### src/rtl/ctrl_pkg.sv
// -----------------------------------------------------------------------------
// ctrl_pkg
//   Shared definitions for the control unit:
//     - opcode field width and opcode values (IR[31:27])
//     - FSM state encoding (5-bit binary)
//     - ctrl_sig_t: every strobe the control unit drives, bundled
// Optional feature macro used by importers: CTRL_MEMWAIT_EN
// -----------------------------------------------------------------------------
package ctrl_pkg;

  localparam int OPW = 5;

  localparam logic [OPW-1:0] OP_LD   = 5'b00000;
  localparam logic [OPW-1:0] OP_ST   = 5'b00010;
  localparam logic [OPW-1:0] OP_ADD  = 5'b00011;
  localparam logic [OPW-1:0] OP_SUB  = 5'b00100;
  localparam logic [OPW-1:0] OP_AND  = 5'b00101;
  localparam logic [OPW-1:0] OP_OR   = 5'b00110;
  localparam logic [OPW-1:0] OP_ADDI = 5'b01100;
  localparam logic [OPW-1:0] OP_BR   = 5'b10010;
  localparam logic [OPW-1:0] OP_MFHI = 5'b11000;
  localparam logic [OPW-1:0] OP_MFLO = 5'b11001;
  localparam logic [OPW-1:0] OP_NOP  = 5'b11010;
  localparam logic [OPW-1:0] OP_HALT = 5'b11011;

  typedef enum logic [4:0] {
    RST    = 5'd0,
    FETCH0 = 5'd1,
    FETCH1 = 5'd2,
    FETCH2 = 5'd3,
    ALU3   = 5'd4,
    ALU4   = 5'd5,
    ALU5   = 5'd6,
    ADI3   = 5'd7,
    ADI4   = 5'd8,
    ADI5   = 5'd9,
    LS3    = 5'd10,
    LS4    = 5'd11,
    LS5    = 5'd12,
    LD6    = 5'd13,
    LD7    = 5'd14,
    ST6    = 5'd15,
    ST7    = 5'd16,
    BR3    = 5'd17,
    BR4    = 5'd18,
    BR5    = 5'd19,
    BR6    = 5'd20,
    MF3    = 5'd21,
    HALT   = 5'd22
  } state_t;

  typedef struct packed {
    logic pc_out;
    logic zlow_out;
    logic zhigh_out;
    logic mdr_out;
    logic hi_out;
    logic lo_out;
    logic ba_out;
    logic c_out;
    logic r_out;
    logic pc_in;
    logic mar_in;
    logic mdr_in;
    logic ir_in;
    logic y_in;
    logic z_in;
    logic hi_in;
    logic lo_in;
    logic r_in;
    logic con_in;
    logic gra;
    logic grb;
    logic grc;
    logic inc_pc;
    logic read;
    logic write;
    logic run;
    logic illegal;
  } ctrl_sig_t;

endpackage

### src/rtl/ctrl_if.sv
// -----------------------------------------------------------------------------
// ctrl_if
//   Bundle between the control unit and the datapath.
//   master : control unit side (takes IR/CON/Stop, drives every strobe)
//   slave  : datapath side
//   Mem_ready exists only when CTRL_MEMWAIT_EN is defined.
// -----------------------------------------------------------------------------
interface ctrl_if;

  logic [31:0] IR;
  logic        CON;
  logic        Stop;
`ifdef CTRL_MEMWAIT_EN
  logic        Mem_ready;
`endif

  logic PCout, Zlowout, Zhighout, MDRout, HIout, LOout, BAout, Cout, Rout;
  logic PCin, MARin, MDRin, IRin, Yin, Zin, HIin, LOin, Rin, CONin;
  logic Gra, Grb, Grc, IncPC, Read, Write;
  logic Run, Illegal;

  modport master (
`ifdef CTRL_MEMWAIT_EN
    input  Mem_ready,
`endif
    input  IR, CON, Stop,
    output PCout, Zlowout, Zhighout, MDRout, HIout, LOout, BAout, Cout, Rout,
    output PCin, MARin, MDRin, IRin, Yin, Zin, HIin, LOin, Rin, CONin,
    output Gra, Grb, Grc, IncPC, Read, Write,
    output Run, Illegal
  );

  modport slave (
`ifdef CTRL_MEMWAIT_EN
    output Mem_ready,
`endif
    output IR, CON, Stop,
    input  PCout, Zlowout, Zhighout, MDRout, HIout, LOout, BAout, Cout, Rout,
    input  PCin, MARin, MDRin, IRin, Yin, Zin, HIin, LOin, Rin, CONin,
    input  Gra, Grb, Grc, IncPC, Read, Write,
    input  Run, Illegal
  );

endinterface

### src/rtl/ctrl_decode.sv
// -----------------------------------------------------------------------------
// ctrl_decode
//   Combinational opcode decoder used in FETCH2.
//   Ports:
//     opcode      in   IR[31:27]
//     entry_state out  first execute state (FETCH0 for nop/undefined, HALT for halt)
//     illegal     out  opcode is not defined
// -----------------------------------------------------------------------------
module ctrl_decode
  import ctrl_pkg::*;
(
  input  logic [OPW-1:0] opcode,
  output state_t         entry_state,
  output logic           illegal
);

  always_comb begin
    entry_state = FETCH0;
    illegal     = 1'b0;
    case (opcode)
      OP_ADD, OP_SUB, OP_AND, OP_OR: entry_state = ALU3;
      OP_ADDI:                       entry_state = ADI3;
      OP_LD, OP_ST:                  entry_state = LS3;
      OP_BR:                         entry_state = BR3;
      OP_MFHI, OP_MFLO:              entry_state = MF3;
      OP_NOP:                        entry_state = FETCH0;
      OP_HALT:                       entry_state = HALT;
      default: begin
        entry_state = FETCH0;
        illegal     = 1'b1;
      end
    endcase
  end

endmodule

### src/rtl/control_unit.sv
// -----------------------------------------------------------------------------
// control_unit
//   Hard-wired Moore sequencer for the datapath: fetch (FETCH0-2), a
//   per-opcode execute sequence, then back to FETCH0.
//   Ports:
//     Clock    in   system clock, rising edge
//     Reset_n  in   asynchronous active-low reset (forces RST, all outputs 0)
//     bus      ctrl_if.master: IR, CON, Stop (+Mem_ready) in; strobes, Run,
//              Illegal out
//   Optional feature: CTRL_MEMWAIT_EN -- FETCH1, LD6 and ST7 hold until
//   Mem_ready=1; without it memory is single-cycle.
//
//   state  | meaning
//   RST    | in reset, everything idle
//   FETCH0 | PC -> MAR, PC+1 -> Z; Stop sampled here
//   FETCH1 | Z -> PC, memory read into MDR
//   FETCH2 | MDR -> IR, opcode decoded
//   ALU3-5 | reg-reg ALU op
//   ADI3-5 | reg-immediate add
//   LS3-5  | ld/st effective address -> MAR
//   LD6-7  | memory read, MDR -> Ra
//   ST6-7  | Ra -> MDR, memory write
//   BR3-6  | condition eval, PC+C, conditional PC load
//   MF3    | HI or LO -> Ra
//   HALT   | stopped until reset
// -----------------------------------------------------------------------------
module control_unit
  import ctrl_pkg::*;
(
  input  logic   Clock,
  input  logic   Reset_n,
  ctrl_if.master bus
);

  state_t         state_q, state_d;
  state_t         entry_state;
  logic           dec_illegal;
  logic           mem_ready;
  logic [OPW-1:0] opcode;
  ctrl_sig_t      sig;

  assign opcode = bus.IR[31:27];

`ifdef CTRL_MEMWAIT_EN
  assign mem_ready = bus.Mem_ready;
`else
  assign mem_ready = 1'b1;
`endif

  ctrl_decode u_decode (
    .opcode      (opcode),
    .entry_state (entry_state),
    .illegal     (dec_illegal)
  );

  always_ff @(posedge Clock or negedge Reset_n) begin
    if (!Reset_n) state_q <= RST;
    else          state_q <= state_d;
  end

  always_comb begin
    state_d = state_q;
    case (state_q)
      RST:    state_d = FETCH0;
      FETCH0: state_d = bus.Stop ? HALT : FETCH1;
      FETCH1: state_d = mem_ready ? FETCH2 : FETCH1;
      FETCH2: state_d = entry_state;
      ALU3:   state_d = ALU4;
      ALU4:   state_d = ALU5;
      ALU5:   state_d = FETCH0;
      ADI3:   state_d = ADI4;
      ADI4:   state_d = ADI5;
      ADI5:   state_d = FETCH0;
      LS3:    state_d = LS4;
      LS4:    state_d = LS5;
      // ld and st share the address phase; IR still holds the opcode here
      LS5:    state_d = (opcode == OP_LD) ? LD6 : ST6;
      LD6:    state_d = mem_ready ? LD7 : LD6;
      LD7:    state_d = FETCH0;
      ST6:    state_d = ST7;
      ST7:    state_d = mem_ready ? FETCH0 : ST7;
      BR3:    state_d = BR4;
      BR4:    state_d = BR5;
      BR5:    state_d = BR6;
      BR6:    state_d = FETCH0;
      MF3:    state_d = FETCH0;
      HALT:   state_d = HALT;
      default: state_d = RST;
    endcase
  end

  always_comb begin
    sig     = '0;
    sig.run = (state_q != RST) && (state_q != HALT);
    case (state_q)
      FETCH0: begin
        sig.pc_out = 1'b1; sig.mar_in = 1'b1; sig.inc_pc = 1'b1; sig.z_in = 1'b1;
      end
      FETCH1: begin
        sig.zlow_out = 1'b1; sig.pc_in = 1'b1; sig.read = 1'b1; sig.mdr_in = 1'b1;
      end
      FETCH2: begin
        sig.mdr_out = 1'b1; sig.ir_in = 1'b1;
        sig.illegal = dec_illegal;
      end
      ALU3, ADI3: begin
        sig.grb = 1'b1; sig.r_out = 1'b1; sig.y_in = 1'b1;
      end
      ALU4: begin
        sig.grc = 1'b1; sig.r_out = 1'b1; sig.z_in = 1'b1;
      end
      ADI4, LS4, BR5: begin
        sig.c_out = 1'b1; sig.z_in = 1'b1;
      end
      ALU5, ADI5: begin
        sig.zlow_out = 1'b1; sig.gra = 1'b1; sig.r_in = 1'b1;
      end
      LS3: begin
        sig.grb = 1'b1; sig.ba_out = 1'b1; sig.y_in = 1'b1;
      end
      LS5: begin
        sig.zlow_out = 1'b1; sig.mar_in = 1'b1;
      end
      LD6: begin
        sig.read = 1'b1; sig.mdr_in = 1'b1;
      end
      LD7: begin
        sig.mdr_out = 1'b1; sig.gra = 1'b1; sig.r_in = 1'b1;
      end
      ST6: begin
        sig.gra = 1'b1; sig.r_out = 1'b1; sig.mdr_in = 1'b1;
      end
      ST7: sig.write = 1'b1;
      BR3: begin
        sig.gra = 1'b1; sig.r_out = 1'b1; sig.con_in = 1'b1;
      end
      BR4: begin
        sig.pc_out = 1'b1; sig.y_in = 1'b1;
      end
      BR6: begin
        sig.zlow_out = 1'b1;
        sig.pc_in    = bus.CON;
      end
      MF3: begin
        // mfhi and mflo differ only in IR[27]
        sig.hi_out = ~opcode[0];
        sig.lo_out = opcode[0];
        sig.gra    = 1'b1;
        sig.r_in   = 1'b1;
      end
      default: ;
    endcase
  end

  assign bus.PCout    = sig.pc_out;
  assign bus.Zlowout  = sig.zlow_out;
  assign bus.Zhighout = sig.zhigh_out;
  assign bus.MDRout   = sig.mdr_out;
  assign bus.HIout    = sig.hi_out;
  assign bus.LOout    = sig.lo_out;
  assign bus.BAout    = sig.ba_out;
  assign bus.Cout     = sig.c_out;
  assign bus.Rout     = sig.r_out;
  assign bus.PCin     = sig.pc_in;
  assign bus.MARin    = sig.mar_in;
  assign bus.MDRin    = sig.mdr_in;
  assign bus.IRin     = sig.ir_in;
  assign bus.Yin      = sig.y_in;
  assign bus.Zin      = sig.z_in;
  assign bus.HIin     = sig.hi_in;
  assign bus.LOin     = sig.lo_in;
  assign bus.Rin      = sig.r_in;
  assign bus.CONin    = sig.con_in;
  assign bus.Gra      = sig.gra;
  assign bus.Grb      = sig.grb;
  assign bus.Grc      = sig.grc;
  assign bus.IncPC    = sig.inc_pc;
  assign bus.Read     = sig.read;
  assign bus.Write    = sig.write;
  assign bus.Run      = sig.run;
  assign bus.Illegal  = sig.illegal;

endmodule
### src/flat_wrapper.sv
// flat-port wrapper written by rule: the top's interface ports become plain ports
module control_unit_flat import ctrl_pkg::*;
  (Clock, Reset_n, bus_IR, bus_CON, bus_Stop, bus_PCout, bus_Zlowout, bus_Zhighout, bus_MDRout, bus_HIout, bus_LOout, bus_BAout, bus_Cout, bus_Rout, bus_PCin, bus_MARin, bus_MDRin, bus_IRin, bus_Yin, bus_Zin, bus_HIin, bus_LOin, bus_Rin, bus_CONin, bus_Gra, bus_Grb, bus_Grc, bus_IncPC, bus_Read, bus_Write, bus_Run, bus_Illegal);
  ctrl_if bus_i ();
  input  logic Clock;
  input  logic Reset_n;
  input wire logic [$bits(bus_i.IR)-1:0] bus_IR;
  input wire logic [$bits(bus_i.CON)-1:0] bus_CON;
  input wire logic [$bits(bus_i.Stop)-1:0] bus_Stop;
  output wire logic [$bits(bus_i.PCout)-1:0] bus_PCout;
  output wire logic [$bits(bus_i.Zlowout)-1:0] bus_Zlowout;
  output wire logic [$bits(bus_i.Zhighout)-1:0] bus_Zhighout;
  output wire logic [$bits(bus_i.MDRout)-1:0] bus_MDRout;
  output wire logic [$bits(bus_i.HIout)-1:0] bus_HIout;
  output wire logic [$bits(bus_i.LOout)-1:0] bus_LOout;
  output wire logic [$bits(bus_i.BAout)-1:0] bus_BAout;
  output wire logic [$bits(bus_i.Cout)-1:0] bus_Cout;
  output wire logic [$bits(bus_i.Rout)-1:0] bus_Rout;
  output wire logic [$bits(bus_i.PCin)-1:0] bus_PCin;
  output wire logic [$bits(bus_i.MARin)-1:0] bus_MARin;
  output wire logic [$bits(bus_i.MDRin)-1:0] bus_MDRin;
  output wire logic [$bits(bus_i.IRin)-1:0] bus_IRin;
  output wire logic [$bits(bus_i.Yin)-1:0] bus_Yin;
  output wire logic [$bits(bus_i.Zin)-1:0] bus_Zin;
  output wire logic [$bits(bus_i.HIin)-1:0] bus_HIin;
  output wire logic [$bits(bus_i.LOin)-1:0] bus_LOin;
  output wire logic [$bits(bus_i.Rin)-1:0] bus_Rin;
  output wire logic [$bits(bus_i.CONin)-1:0] bus_CONin;
  output wire logic [$bits(bus_i.Gra)-1:0] bus_Gra;
  output wire logic [$bits(bus_i.Grb)-1:0] bus_Grb;
  output wire logic [$bits(bus_i.Grc)-1:0] bus_Grc;
  output wire logic [$bits(bus_i.IncPC)-1:0] bus_IncPC;
  output wire logic [$bits(bus_i.Read)-1:0] bus_Read;
  output wire logic [$bits(bus_i.Write)-1:0] bus_Write;
  output wire logic [$bits(bus_i.Run)-1:0] bus_Run;
  output wire logic [$bits(bus_i.Illegal)-1:0] bus_Illegal;
  assign bus_i.IR = bus_IR;
  assign bus_i.CON = bus_CON;
  assign bus_i.Stop = bus_Stop;
  assign bus_PCout = bus_i.PCout;
  assign bus_Zlowout = bus_i.Zlowout;
  assign bus_Zhighout = bus_i.Zhighout;
  assign bus_MDRout = bus_i.MDRout;
  assign bus_HIout = bus_i.HIout;
  assign bus_LOout = bus_i.LOout;
  assign bus_BAout = bus_i.BAout;
  assign bus_Cout = bus_i.Cout;
  assign bus_Rout = bus_i.Rout;
  assign bus_PCin = bus_i.PCin;
  assign bus_MARin = bus_i.MARin;
  assign bus_MDRin = bus_i.MDRin;
  assign bus_IRin = bus_i.IRin;
  assign bus_Yin = bus_i.Yin;
  assign bus_Zin = bus_i.Zin;
  assign bus_HIin = bus_i.HIin;
  assign bus_LOin = bus_i.LOin;
  assign bus_Rin = bus_i.Rin;
  assign bus_CONin = bus_i.CONin;
  assign bus_Gra = bus_i.Gra;
  assign bus_Grb = bus_i.Grb;
  assign bus_Grc = bus_i.Grc;
  assign bus_IncPC = bus_i.IncPC;
  assign bus_Read = bus_i.Read;
  assign bus_Write = bus_i.Write;
  assign bus_Run = bus_i.Run;
  assign bus_Illegal = bus_i.Illegal;
  control_unit u_core (.Clock(Clock), .Reset_n(Reset_n), .bus(bus_i));
endmodule
### config.mk
export PLATFORM = sky130hd
export DESIGN_NAME = control_unit_flat
export DESIGN_NICKNAME = d
export VERILOG_FILES = /design/src/rtl/ctrl_pkg.sv /design/src/rtl/ctrl_if.sv /design/src/rtl/ctrl_decode.sv /design/src/rtl/control_unit.sv /design/src/flat_wrapper.sv
export SDC_FILE = /design/constraint.sdc
export NUM_CORES = 1
export LEC_CHECK = 0
export ABC_AREA = 1
export ABC_CLOCK_PERIOD_IN_PS = 1900
export BUFFER_PORTS_ARGS = -buffer_cell sky130_fd_sc_hd__buf_2
export CORE_MARGIN = 3
export CORE_UTILIZATION = 45
export CTS_BUF_LIST = sky130_fd_sc_hd__clkbuf_4 sky130_fd_sc_hd__clkbuf_8
export DETAILED_ROUTE_END_ITERATION = 6
export GPL_ROUTABILITY_DRIVEN = 0
export PLACE_DENSITY = 0.85
export SLEW_MARGIN = 5
export SYNTH_ARGS = -nofsm -noshare
export SYNTH_HDL_FRONTEND = slang
export SYNTH_HIERARCHICAL = 1
export SYNTH_SLANG_ARGS = --single-unit
### constraint.sdc
create_clock -name Clock -period 1.9 [get_ports Clock]
set_input_delay 0.19 -clock Clock [delete_from_list [all_inputs] [get_ports Clock]]
set_output_delay 0.19 -clock Clock [all_outputs]
set_load 0.01 [all_outputs]
==> metrics.md, run 1 <==
| Metric | Value |
|---|---|
| Dpl cell area | 1030 µm² |
| Combinational Power Share | 73.9% |
| Yosys reg bits | 5 |
| Drt drc | 0 |
| Antenna diode count | 0 |
| Switch share | 57.9% |
| Crit path DAT | 1.53 ns |
| Die Width | 49.8 µm |
| Initial core utilization | 48.9% |
| # port buffers | 32 |
| Status | finished clean |
| Setup crit start kind | flop |
| Largest regs | u_core/state_q (5) |
| Core box area | 1760 µm² |
| Post-synth EDFFs | 0 |
| Die Y | 49.8 µm |
| Pleak | 0.000743 µW |
| Critical Path RT | 1.71 ns |
| R2R Setup Slk | 0.51 ns |
| Layout cell share with drive strength beyond 1 | 24.2% |
| Final hold violations | 0 |
| Initial antenna violation count | 0 |
| Period utilisation layout | 90.6% |
| Max VDD drop | 0.000677 V |
| Seq/Total Area, Yosys | 14.5% |
| Top Usage Layer GRT | met2 |
| # setup viols final | 0 |
| First-pass GRT wire length | 4.14 mm |
| Antenna Nets Post-Route | 0 |
| Period minus WS final | 1.72 ns |
| Global-route track usage on met3 | 6.34% |
| Top area cells in the synthesized netlist | nand2_1 (22%), nor2_1 (17%), dfrtp_1 (15%), nand3_1 (10%), inv_1 (10%) |
| P_int | 572 µW |
| Largest net degree at the start of global routing | 14 |
| Per-cell routed wire length | 10.7 µm |
| GRT Residual Overflow | 0 |
| Worst clock skew | 0.000450 ns |
| Count leader, synth | nand2_1 |
| Die area | 2480 µm² |
| Met2 usage | 37.7% |
| Tot GR Track Use | 21.1% |
| Max clock buf depth | 2 |
| Power per cell area | 1270 nW/µm² |
| Fin Setup TNS | 0 ns |
| Hold depth | 5 |
| Syn avg cell area | 4.98 µm² |
| CTS Buf Count | 3 |
| Post-detail-place hpwl | 1.99 mm |
| Synth Cell Area | 862 µm² |
| Critical R2R Capture | u_core/state_q[0] |
| HP Start | bus_Stop |
| Grt met1 use | 24.9% |
| Top-area cell type share of the netlist area | 22.2% |
| CP Capture Type | output port |
| R2R depth | 7 |
| FP Rows | 15 |
| Clock latency on the worst-skew pair | 0.25 ns |
| Vias per cell | 4.92 |
| Largest area contributor in the netlist | nand2_1 |
| Synth Warn # | 6 |
| Max-cap viol count | 0 |
| Most flops, register | u_core/state_q |
| Worst R2R Start | u_core/state_q[4] |
| CP Max Fanout | 6 |
| Vias | 1142 |
| Sink Count | 5 |
| Number of global-route vias before repair | 1017 |
| Post-Synthesis Cells | 173 |
| H-tree depth | 1 |
| Worst min path class | input port to flop |
| NetSw | 786 µW |
| Post CTS Setup Buffer Count | 0 |
| Finished Cell Area | 1070 µm² |
| Fmax | 0.581 GHz |
| Max reg flops | 5 |
| Asr flop ratio synth | 100% |
| Final Max Slew Viols | 0 |
| Detailed Routing Iterations Pass 1 | 4 |
| RSZ-0062 raised after global routing | false |
| IO Count | 63 |
| WL final | 2.49 mm |
| Worst Setup Path Type | flop to output port |
| Clock share of power | 9.6% |
| CTS root buf | clkbuf_4 |
| Clk slew on worst S/H paths | 0.05 ns |
| Area added between synthesis and finish | 24.1% |
| Initial DRC count | 63 |
| TritonCTS clock tree | yes |
| Main synth FF type | dfrtp_1 |
| Synth unique cells | 20 |
| Final nets | 244 |
| Min-Delay Endpoint | u_core/state_q[4] |
| Sequential share of power | 16.5% |
| Commonest cells post-synth | nand2_1 (51), nor2_1 (39), inv_1 (23), nand3_1 (18), o21ai_0 (9) |
==> cell families (layout without fill, tap and decap cells) <==
kind of cell	count (synthesis)	in the layout	share of synthesized area [%]
AOI/OAI and AO/OA	14	14	8.42
buffers and inverters	32	64	16.3
DFF	5	5	14.5
other	1	3	0.435
and+or+nand+nor	121	121	60.4
==> layout by cell type, fill, tap and decap left out, drive strengths merged <==
master and instances:
nor3 3, dlygate4sd3 1, nand4 3, dfrtp 5, o211ai 1, buf 33
inv 26, or2 1, o21ai 10, clkinv 1, clkbuf 3, nor2 44
conb 3, nand3 18, a21oi 3, nand2 52
==> what timing repair did <==
action | CTS | global route
endpoints found under the setup margin | 0 | 3
hold buffers | 1 | 0
resized for setup | 0 | 3
endpoints found under the hold margin | 5 | 0
==> how the worst max path moves through the flow <==
stage	from	slack, ns	cells after the start	endpoint
2_1_floorplan	u_core/state_q[4]	0.60	6	bus_MDRin
3_3_place_gp	u_core/state_q[1]	0.41	8	bus_Zin
3_5_place_dp	u_core/state_q[4]	0.40	6	bus_Gra
4_1_cts	u_core/state_q[4]	0.13	6	bus_Gra
5_1_grt	u_core/state_q[0]	0.03	8	bus_Grb
6_report	u_core/state_q[0]	0.18	7	bus_MDRin
==> final cells by class <==
cell class | instances | area, µm²
repair buffers | 34 | 178
flip-flops and latches | 5 | 126
clock buffers | 3 | 22.5
multi-input cells | 138 | 609
fillers | 203 | 694
well taps | 25 | 31.3
clock inverters | 1 | 5.00
inverters | 26 | 97.6
==> power by group through the flow <==
stage / combinational [µW] / sequential, µW / clock [µW]
5_1_grt: 1120 / 227 / 143
6_report: 1000 / 224 / 131
3_3_place_gp: 971 / 220 / 0
4_1_cts: 985 / 218 / 132
3_5_place_dp: 978 / 220 / 0
2_1_floorplan: 713 / 183 / 0
==> metal layers <==
metal,share of wire (%),vias to the layer above
met1,42,485
met2,49,61
met5,0,-
li1,-,596
met4,0,0
met3,8.9,0
==> critical path, cell delays in order, from the launching register on <==
cell and delay (ns):
dfrtp_1 0.44, inv_2 0.13, nand2_1 0.08, nor2_2 0.15, nand2_1 0.15, nand2_1 0.11
or2_1 0.09, buf_2 0.11
==> metrics by stage <==
step,hold WS [ns],utilization (%),std cells,setup slack (ns),total power (µW)
finish,0.241,60.6,232,0.179,1360
global route,0.290,60.6,232,0.0278,1490
CTS,0.240,60.3,232,0.134,1340
detailed placement,0.00851,58.2,227,0.404,1200
global placement,0.00739,58.2,227,0.414,1190
floorplan,-0.106,-,175,0.600,896
No activity file was read; power rests on OpenSTA's default activity.
==> run 2: changes to the inputs <==
--- a/config.mk
+++ b/config.mk
@@ -6,14 +6,14 @@
 export NUM_CORES = 1
 export LEC_CHECK = 0
 export ABC_AREA = 1
-export ABC_CLOCK_PERIOD_IN_PS = 1900
+export ABC_CLOCK_PERIOD_IN_PS = 1700
 export BUFFER_PORTS_ARGS = -buffer_cell sky130_fd_sc_hd__buf_2
 export CORE_MARGIN = 3
-export CORE_UTILIZATION = 45
+export CORE_UTILIZATION = 42
 export CTS_BUF_LIST = sky130_fd_sc_hd__clkbuf_4 sky130_fd_sc_hd__clkbuf_8
 export DETAILED_ROUTE_END_ITERATION = 6
 export GPL_ROUTABILITY_DRIVEN = 0
-export PLACE_DENSITY = 0.85
+export PLACE_DENSITY = 0.8
 export SLEW_MARGIN = 5
 export SYNTH_ARGS = -nofsm -noshare
 export SYNTH_HDL_FRONTEND = slang
==> constraint.sdc (replaced) <==
create_clock -name Clock -period 1.7 [get_ports Clock]
set_input_delay 0.17 -clock Clock [delete_from_list [all_inputs] [get_ports Clock]]
set_output_delay 0.17 -clock Clock [all_outputs]
set_load 0.01 [all_outputs]
==> run 2 against run 1 <==
Net effect:
- core utilization rose by 1.3 points
- clock power rose by 17%
- count of clock-buffer cells in the layout rose by 1
- first-iteration DRC count fell by 57%
- routed wire length fell by 0.72%
- clock skew rose by 0.0046 ns
- final area rose by 6.5%
- non-clock buffer count rose by 3
- via count rose by 2.0%
- die area rose by 6.3%
- largest cell class unchanged
- highest routed layer is now met4
==> metrics.md, run 2 (same netlist as run 1, synthesis figures left out) <==
| Metric | Value |
|---|---|
| Largest regs | u_core/state_q (5) |
| # setup viols final | 0 (unchanged) |
| Max-cap viol count | 0 (unchanged) |
| Finished Cell Area | 1140 µm² (+6.5%) |
| Status | finished clean |
| Core box area | 1840 µm² (+4.3%) |
| Pre-CTS setup slack | 0.183 ns (-0.221 ns) |
| Per-cell routed wire length | 10.5 µm (-2.0%) |
| GRT Residual Overflow | 0 (unchanged) |
| IO Count | 63 (unchanged) |
| Final Non-Filler Cells | 235 (+1.3%) |
| Worst Setup Path Type | flop to output port |
| Max clock buf depth | 2 (unchanged) |
| Most flops, register | u_core/state_q |
| CP Max Fanout | 4 (-2) |
| Dpl cell area | 1030 µm² (unchanged) |
| Layout cell share with drive strength beyond 1 | 31.4% (+7.3 points) |
| Crit path DAT | 1.47 ns (-0.06 ns) |
| TritonCTS clock tree | yes |
| Period minus WS final | 1.64 ns |
| Most frequent cells in the layout | nand2_1 (47), nor2_1 (34), buf_2 (32) |
| CP Capture Type | output port |
| Placed Cells | 227 (unchanged) |
| Final nets | 247 (+1.2%) |
| Slack of the critical path | 0.0584 ns (-0.121 ns) |
| RSZ-0062 raised after global routing | true |
| Clock latency on the worst-skew pair | 0.24 ns (about the same) |
| CTS Buf Count | 3 (unchanged) |
| Antenna diode count | 0 (unchanged) |
| Vias | 1165 (+2.0%) |
| Max incr delay on CP | 0.45 ns (about the same) |
| Crit-path leading delay family | flip-flops |
| Clk slew on worst S/H paths | 0.05 ns (about the same) |
| WL final | 2.47 mm (-0.72%) |
| Critical Path RT | 1.53 ns (-0.18 ns) |
| Cell mode on critical path | nand2_1 |
| Area added between synthesis and finish | 32.2% |
| Initial DRC count | 27 (-57%) |
| CTS root buf | clkbuf_4 |
| Drt drc | 0 (unchanged) |
| First-pass GRT wire length | 3.97 mm (-4.0%) |
| Max reg flops | 5 (unchanged) |
| Initial core utilization | 46.9% (-2.0 points) |
| Post-detail-place hpwl | 1.92 mm (-3.7%) |
| CP max-delay cell | dfrtp_2 |
| Max VDD drop | 0.000602 V (-11%) |
| Worst clock skew | 0.00509 ns (+0.00464 ns) |
| Fmax | 0.609 GHz |
| Number of global-route vias before repair | 948 (-6.8%) |
| Commonest non-fill, non-tap cell in the layout | nand2_1 |
| Vias per cell | 4.96 (+0.71%) |
| Largest net degree at the start of global routing | 14 (unchanged) |
| Setup crit start kind | flop |
| Pleak | 0.000764 µW (+3.0%) |
| Detailed Routing Iterations Pass 1 | 4 (unchanged) |
| Die area | 2630 µm² (+6.3%) |
| Final Max Slew Viols | 0 (unchanged) |
| Power per cell area | 1450 nW/µm² (+14%) |
| Crit-path cells | inv_4 -> nand2_1 -> nor2_4 -> nand2_2 -> nand2_1 -> inv_1 -> o21ai_0 -> buf_2 |
| Number of fill cells | 211 (+3.9%) |
| Antenna Nets Post-Route | 0 (unchanged) |
| Worst min path class | input port to flop |
| Initial antenna violation count | 0 (unchanged) |
| Final hold violations | 0 (unchanged) |
| Tot GR Track Use | 19.2% (-1.9 points) |
| Die Y | 51.3 µm (+3.1%) |
| Period utilisation layout | 96.6% |
| FP Rows | 15 (unchanged) |
| WP buf/inv | 3 (+1) |
| Die Width | 51.3 µm (+3.1%) |
| H-tree depth | 1 (unchanged) |
| # port buffers | 32 (unchanged) |
| Fin Setup TNS | 0 ns (unchanged) |
| Sink Count | 5 (unchanged) |
-- run 2: changes by cell type in the layout (fill, tap and decap cells not counted), sizes merged --
cell,before,now
clkinv,1,0
clkbuf,3,4
buf,33,36
-- run 2: final cells by class --
cell class | instances | area (µm²) | area share [%]
well taps | 25 | 31.3 | 2.74
clock buffers | 4 | 30.0 | 2.63
repair buffers | 37 | 200 | 17.6
multi-input cells | 138 | 647 | 56.8
flip-flops and latches | 5 | 129 | 11.3
inverters | 26 | 103 | 9.00
-- run 2: metrics by stage --
step,hold slack (ns),power (µW),util [%]
6_report,0.238,1650,62.0
5_1_grt,0.246,1830,62.0
4_1_cts,0.230,1520,58.2
3_5_place_dp,-0.0150,1340,55.8
3_3_place_gp,-0.0154,1340,55.8
2_1_floorplan,-0.126,1000,-
-- run 2: final timing paths --
check                                       start                 to  slack, ns  depth (start not counted)
worst max register to register  u_core/state_q[4]  u_core/state_q[0]       0.41                          7
max in group asynchronous                 Reset_n  u_core/state_q[1]       1.29                          2
worst max-delay path            u_core/state_q[0]            bus_Grb       0.06                          8
worst min register to register  u_core/state_q[1]  u_core/state_q[2]       0.77                          3
worst min-delay path                     bus_Stop  u_core/state_q[4]       0.24                          5
min in group asynchronous                 Reset_n  u_core/state_q[3]       0.26                          2
-- run 2: worst register-to-register path: stages, from the launching register on --
cell and delay (ns):
dfrtp_1 0.42, buf_4 0.20, nand3_1 0.15, nor2_1 0.06, nor2_1 0.14, nand2_1 0.08, nor2_1 0.08, nand2_1 0.06
-- run 2: routing by layer --
layer | wire length (µm) | global-route usage (%)
met1 | 1030 | 26.6
met2 | 1200 | 31.5
met3 | 210 | 4.08
met4 | 27 | 1.75
met5 | 0 | 0
-- run 2: timing repair --
action                                  in CTS  in global routing
endpoints found under the hold margin        5                  0
resized for setup                            3                 17
hold buffers                                 1                  0
pin swaps                                    0                  2
setup buffers                                0                  3
endpoints found under the setup margin       7                 14
-- run 2: where the power goes --
group	switching (µW)	internal (µW)	total, µW	leakage [µW]
clock network	48.6	105	153	0.0000184
logic	781	449	1230	0.000686
registers	92.6	175	267	0.0000600
total	922	728	1650	0.000764
